File: src/rtl/bus_note_regs.sv
// Bus slave for the synth note datapath: synchronizes the asynchronous parallel bus
// into Clock, decodes per-note control register writes/reads and emits gate events.
module bus_note_regs #(
    parameter int         NOTES     = 2,
    parameter logic [7:0] BASE_PAGE = 8'h00
) (
    input  logic                 Clock,
    input  logic                 Reset,
    input  logic [15:0]          BusAddress,
    input  logic [7:0]           BusDataIn,
    input  logic                 BusReadWrite,
    input  logic                 BusClock,
    output logic [7:0]           BusDataOut,
    output logic                 BusDataOE,
    output logic [NOTES-1:0]     Gate,
    output logic [NOTES-1:0]     GateOn,
    output logic [NOTES-1:0]     GateOff,
    output logic [8*NOTES-1:0]   Incr,
    output logic [8*NOTES-1:0]   WaveType,
    output logic [8*NOTES-1:0]   PulseWidth,
    output logic [8*NOTES-1:0]   Sustain,
    output logic [NOTES-1:0]     Linear
);

    localparam logic [3:0] OFF_GATE   = 4'h0;
    localparam logic [3:0] OFF_INCR   = 4'h1;
    localparam logic [3:0] OFF_WAVE   = 4'h2;
    localparam logic [3:0] OFF_PW     = 4'h3;
    localparam logic [3:0] OFF_SUS    = 4'h4;
    localparam logic [3:0] OFF_LINEAR = 4'h5;

    // Strobe synchronizer and matching 2-stage delay of the bus payload
    logic        bclk_s1_q, bclk_s2_q, bclk_s3_q;
    logic [15:0] addr_d1_q, addr_d2_q;
    logic [7:0]  data_d1_q, data_d2_q;
    logic        rw_d1_q, rw_d2_q;
    logic        strobe;

    // Transaction stage: strobe and payload captured, committed one edge later
    logic        txn_valid_q;
    logic [15:0] txn_addr_q;
    logic [7:0]  txn_data_q;
    logic        txn_rw_q;

    // Register file and read port
    logic [NOTES-1:0]      gate_q, gate_d;
    logic [NOTES-1:0]      gate_on_q, gate_on_d;
    logic [NOTES-1:0]      gate_off_q, gate_off_d;
    logic [NOTES-1:0][7:0] incr_q, incr_d;
    logic [NOTES-1:0][7:0] wave_q, wave_d;
    logic [NOTES-1:0][7:0] pw_q, pw_d;
    logic [NOTES-1:0][7:0] sus_q, sus_d;
    logic [NOTES-1:0]      lin_q, lin_d;
    logic [7:0]            rdata_q, rdata_d;
    logic                  oe_q, oe_d;

    logic       page_hit, note_hit, hit;
    logic [3:0] note_field, note_idx, offset;

    assign strobe = bclk_s2_q & ~bclk_s3_q;

    // NOTE: sequential state uses non-blocking assignments so every flop samples pre-edge values.
    always_ff @(posedge Clock or negedge Reset) begin
        if (!Reset) begin
            // Reset high so a strobe held high through reset release is not seen as a rise.
            bclk_s1_q <= 1'b1;
            bclk_s2_q <= 1'b1;
            bclk_s3_q <= 1'b1;
            addr_d1_q <= '0;
            addr_d2_q <= '0;
            data_d1_q <= '0;
            data_d2_q <= '0;
            rw_d1_q   <= 1'b0;
            rw_d2_q   <= 1'b0;
        end else begin
            bclk_s1_q <= BusClock;
            bclk_s2_q <= bclk_s1_q;
            bclk_s3_q <= bclk_s2_q;
            addr_d1_q <= BusAddress;
            addr_d2_q <= addr_d1_q;
            data_d1_q <= BusDataIn;
            data_d2_q <= data_d1_q;
            rw_d1_q   <= BusReadWrite;
            rw_d2_q   <= rw_d1_q;
        end
    end

    always_ff @(posedge Clock or negedge Reset) begin
        if (!Reset) begin
            txn_valid_q <= 1'b0;
            txn_addr_q  <= '0;
            txn_data_q  <= '0;
            txn_rw_q    <= 1'b0;
        end else begin
            txn_valid_q <= strobe;
            txn_addr_q  <= addr_d2_q;
            txn_data_q  <= data_d2_q;
            txn_rw_q    <= rw_d2_q;
        end
    end

    assign note_field = txn_addr_q[7:4];
    assign note_idx   = note_field - 4'd1;
    assign offset     = txn_addr_q[3:0];
    assign page_hit   = (txn_addr_q[15:8] == BASE_PAGE);
    assign note_hit   = (note_field != 4'd0) && (note_field <= 4'(NOTES));
    assign hit        = txn_valid_q && page_hit && note_hit;

    // NOTE: every always_comb output gets a default first, so no path can infer a latch.
    always_comb begin
        gate_d  = gate_q;
        incr_d  = incr_q;
        wave_d  = wave_q;
        pw_d    = pw_q;
        sus_d   = sus_q;
        lin_d   = lin_q;
        rdata_d = rdata_q;
        oe_d    = oe_q;

        if (!bclk_s2_q) begin
            oe_d = 1'b0;
        end

        if (hit) begin
            for (int n = 0; n < NOTES; n++) begin
                if (note_idx == 4'(n)) begin
                    if (txn_rw_q) begin
                        case (offset)
                            OFF_GATE:   gate_d[n] = txn_data_q[0];
                            OFF_INCR:   incr_d[n] = txn_data_q;
                            OFF_WAVE:   wave_d[n] = txn_data_q;
                            OFF_PW:     pw_d[n]   = txn_data_q;
                            OFF_SUS:    sus_d[n]  = txn_data_q;
                            OFF_LINEAR: lin_d[n]  = txn_data_q[0];
                            default:    ;
                        endcase
                    end else begin
                        oe_d = 1'b1;
                        case (offset)
                            OFF_GATE:   rdata_d = {7'd0, gate_q[n]};
                            OFF_INCR:   rdata_d = incr_q[n];
                            OFF_WAVE:   rdata_d = wave_q[n];
                            OFF_PW:     rdata_d = pw_q[n];
                            OFF_SUS:    rdata_d = sus_q[n];
                            OFF_LINEAR: rdata_d = {7'd0, lin_q[n]};
                            default:    rdata_d = 8'h00;
                        endcase
                    end
                end
            end
        end

        // Events are aligned with the Gate change and last one cycle since gate_q then settles.
        gate_on_d  = gate_d & ~gate_q;
        gate_off_d = ~gate_d & gate_q;
    end

    // NOTE: the register file is reset like any other state; the envelope stage relies on known zeros.
    always_ff @(posedge Clock or negedge Reset) begin
        if (!Reset) begin
            gate_q     <= '0;
            gate_on_q  <= '0;
            gate_off_q <= '0;
            incr_q     <= '0;
            wave_q     <= '0;
            pw_q       <= '0;
            sus_q      <= '0;
            lin_q      <= '0;
            rdata_q    <= '0;
            oe_q       <= 1'b0;
        end else begin
            gate_q     <= gate_d;
            gate_on_q  <= gate_on_d;
            gate_off_q <= gate_off_d;
            incr_q     <= incr_d;
            wave_q     <= wave_d;
            pw_q       <= pw_d;
            sus_q      <= sus_d;
            lin_q      <= lin_d;
            rdata_q    <= rdata_d;
            oe_q       <= oe_d;
        end
    end

    assign Gate       = gate_q;
    assign GateOn     = gate_on_q;
    assign GateOff    = gate_off_q;
    assign Incr       = incr_q;
    assign WaveType   = wave_q;
    assign PulseWidth = pw_q;
    assign Sustain    = sus_q;
    assign Linear     = lin_q;
    assign BusDataOut = rdata_q;
    assign BusDataOE  = oe_q;

endmodule

File: config.mk
export PLATFORM = sky130hd
export DESIGN_NAME = bus_note_regs
export DESIGN_NICKNAME = d
export VERILOG_FILES = /design/src/rtl/bus_note_regs.sv
export SDC_FILE = /design/constraint.sdc
export NUM_CORES = 1
export LEC_CHECK = 0
export ABC_AREA = 1
export CAP_MARGIN = 25
export CORE_ASPECT_RATIO = 1.25
export CORE_UTILIZATION = 50
export CTS_BUF_LIST = sky130_fd_sc_hd__clkbuf_16
export DETAILED_ROUTE_END_ITERATION = 12
export GPL_TIMING_DRIVEN = 1
export PLACE_DENSITY = 0.85
export SLEW_MARGIN = 20
export SYNTH_ARGS = -nofsm -noshare
export SYNTH_HDL_FRONTEND = slang
export SYNTH_SLANG_ARGS = --single-unit
export TNS_END_PERCENT = 10
File: constraint.sdc
create_clock -name Clock -period 1.7 [get_ports Clock]
set_input_delay 0.255 -clock Clock [delete_from_list [all_inputs] [get_ports Clock]]
set_output_delay 0.255 -clock Clock [all_outputs]
set_load 0.005 [all_outputs]
==> impl_metrics.json, run 1 <==
{
  "status": "complete, but fails checks",
  "failed_checks": "setup timing",
  "worst_skew_pair.late_latency_ns": 0.42,
  "worst_rel_slew_slack_pct": 71.9,
  "layout_setup_ws_ns": -0.0489,
  "finalCritPeriodShare_pct": 103,
  "via_count": 4852,
  "timing.max_cap.violations": 0,
  "antenna_violations_before_repair": 0,
  "initial_utilization_pct": 51.2,
  "wire_length_of_the_first_global_routing_pass_um": 24500,
  "post_dp_cell_area_mm2": 0.00729,
  "power_density_mw_per_mm2": 986,
  "power_leakage_nw": 3.75,
  "layout.cells.most_common": "sky130_fd_sc_hd__nand2_1",
  "drt_pre_antenna_iters": 5,
  "area_growth_pct": 34.8,
  "largest_family_of_logic_cells_by_synthesized_area": "simple AND/OR/NAND/NOR gates",
  "reg2reg_depth": 6,
  "clock_skew_ns": 0.00599,
  "post_synth_mux_area_share_pct": 0,
  "final-seq-area_mm2": 0.00401,
  "maximum_number_of_pins_on_one_net_before_global_route_repair": 56,
  "route.detailed.vias_per_inst": 5.55,
  "postSynthRegisterBits": 160,
  "type_of_origin_of_the_critical_path": "flop",
  "final_antenna_net_count": 0,
  "critPathMaxFanout": 11,
  "setup_tns_ns": -0.119,
  "total_power_mw": 7.91,
  "hold_slack_ns": 0.242,
  "filler_cell_count": 804,
  "p_comb_share_pct": 4.0,
  "synth_cell_types": 25,
  "drive_gt1_share_pct": 13.3,
  "stdcell_count": 875,
  "max_clk_rate_mhz": 572,
  "grt_pass1_vias": 4770,
  "synth.cell_area_mm2": 0.00595,
  "ys.warnings.count": 0,
  "clock_tree.htree_level_count": 4,
  "power.share.switching_pct": 22.2,
  "place_inst": 835,
  "grt_util_all_layers_pct": 26.8,
  "commonest_cells_after_routing_fill_and_taps_aside": "sky130_fd_sc_hd__nand2_1 (166), sky130_fd_sc_hd__dfrtp_1 (156), sky130_fd_sc_hd__clkdlybuf4s50_1 (107)",
  "p_sw_mw": 1.76,
  "wirelength_um": 15900,
  "setup_violations": 7,
  "core_area_mm2": 0.0116,
  "hold_path_depth": 1,
  "path_clk_slew_ns": 0.06,
  "grt_setup_unrepaired": "yes",
  "routabilityCongestion": 0.951,
  "place_hpwl_um": 9900,
  "crit_arrival_ns": 2.08,
  "top_level_pins": 109,
  "die_x_um": 99.6,
  "drc": 0,
  "num_rows": 44,
  "p_int_mw": 6.16,
  "min_period_ns": 1.75,
  "overall_die_area_mm2": 0.0123,
  "antennaDiodeCount": 0,
  "syn-instance-count": 566,
  "grt_overflow_total": 0,
  "post_synth.cell_area_avg_um2": 10.5,
  "hold_path_class": "in2reg",
  "num-nets-final": 729,
  "avgRoutedWirePerCell_um": 18.2,
  "clock_sink_count": 160,
  "tritoncts_clock_tree": "done",
  "initialDrtViolationCount": 459,
  "slowest_delay_ns": 0.41,
  "final_standard_cell_area_without_fillers_mm2": 0.00803,
  "path_class": "reg2reg",
  "slew_at_the_pin_closest_to_its_max_slew_limit_ns": 0.417,
  "worst_path_max_delay_cell": "sky130_fd_sc_hd__dfrtp_1",
  "synth_compound_gate_area_share_pct": 6.60,
  "clock_power_share_pct": 46.1,
  "numCtsBuffers": 17,
  "end_kind": "flop",
  "report.final.hold_viol_count": 0,
  "synth_fp_nets": 594,
  "peakVddDrop_mv": 0.670,
  "post_synth_fa_ha_maj_area_fraction_pct": 0,
  "cts-root-buf": "sky130_fd_sc_hd__clkbuf_16",
  "cp_data_required_time_ns": 2.03,
  "multiInputGateArea_mm2": 0.00181,
  "synthXorXnorAreaFrac_pct": 0,
  "synth_simple_gate_area_share_pct": 21.8,
  "max-clock-path-buffers": 2,
  "critical_path_cell_by_cell": "nor2_4 > nand2_1 > nor3_4 > buf_12 > nand3b_2 > o21ai_1",
  "io_buffers": 108,
  "drv_slew": 0,
  "portion_of_the_post_synthesis_area_used_by_sequential_elements_pct": 67.3,
  "die_height_um": 124,
  "sequential_share_of_power_pct": 49.9
}
[stage by stage]
stage | util [%] | worst slack (ns)
global route | 69.1 | -0.115
finish | 69.1 | -0.0489
detailed placement | 62.8 | -0.0869
floorplan | - | 0.0858
global placement | 62.8 | 0.0160
CTS | 68.2 | -0.00593
[registers in the layout, indices dropped and copies added, names as in the netlist, 2 cells and up, named ones only]
name        count
addr_d2_q      16
Sustain        16
Incr           16
data_d2_q       8
GateOff         2
PulseWidth     16
txn_addr_q     16
data_d1_q       8
addr_d1_q      16
GateOn          2
Gate            2
WaveType       16
Linear          2
txn_data_q      8
[synthesized netlist by cell type, drive strengths merged]
master  number  area [um^2]
o21ai       70          388
inv         31          116
buf         15          116
nand3       60          330
nand2      172          658
nor2        31          144
clkbuf       5         18.8
nand4       17          106
a21oi        1         5.00
dfstp        3         78.8
nand3b       2         40.0
dfrtp      157         3930
nor3         2         21.3
[final timing paths]
path | startpoint | endpoint | slack [ns]
worst max-delay path | txn_addr_q[7]$_DFF_PN0_ | Incr[1]$_DFFE_PN0P_ | -0.05
worst min-delay path | BusClock | bclk_s1_q$_DFF_PN1_ | 0.24
worst min register to register | addr_d2_q[13]$_DFF_PN0_ | txn_addr_q[13]$_DFF_PN0_ | 0.34
worst max register to register | txn_addr_q[7]$_DFF_PN0_ | Incr[1]$_DFFE_PN0P_ | -0.05
min in group asynchronous | Reset | addr_d2_q[10]$_DFF_PN0_ | 0.32
max in group asynchronous | Reset | bclk_s3_q$_DFF_PN1_ | 0.73
[power groups by stage]
stage / combinational (mW) / sequential [mW] / clock [mW]
2_1_floorplan: 0.0908 / 4.00 / 0
3_3_place_gp: 0.282 / 4.00 / 0
3_5_place_dp: 0.291 / 4.01 / 0
4_1_cts: 0.304 / 3.95 / 3.68
5_1_grt: 0.341 / 3.95 / 3.87
6_report: 0.313 / 3.95 / 3.65
[worst max-delay path: cells and delay by family (launching register included)]
family / cells / cell delay [ns]
AO/OA/AOI/OAI: 1 / 0.25
buffers and inverters: 1 / 0.19
flip-flops: 1 / 0.41
AND/OR/NAND/NOR: 4 / 0.79
[routing by layer]
layer	GRT usage [%]	up-vias	wire length, um
met5	0	-	0
met4	11.6	0	467
met3	6.90	53	1510
met2	45.1	336	8220
met1	33.0	2336	5730
li1	-	2127	-
[area by class of cell]
class                      instances  area share [%]
clock buffer                      17            5.30
clock inverter                    15            1.82
inverter                          31            1.45
multi-input combinational        359            22.6
sequential                       160            50.0
tap                              161            2.51
timing repair buffer             132            16.4
[what timing repair did]
item | 4_1_cts | 5_1_grt
cloned | 0 | 4
pin swaps | 1 | 3
endpoints found under the hold margin | 38 | 0
setup buffers | 2 | 1
gates resized for setup | 10 | 12
hold buffers | 1 | 0
endpoints found under the setup margin | 37 | 71
[cells by family (layout without fill, tap and decap cells)]
kind of cell           after synthesis  count (layout)
AOI/OAI and AO/OA                   71              71
buffers and inverters               51             195
DFF                                160             160
and+or+nand+nor                    284             288
(Power assumes the default switching activity.)
==> run 2: changes to the inputs <==
Settings changed: CTS_CLUSTER_SIZE from default to 12.
==> results of run 2 <==
No change in the layout: final DEF, timing and power equal those of run 1.
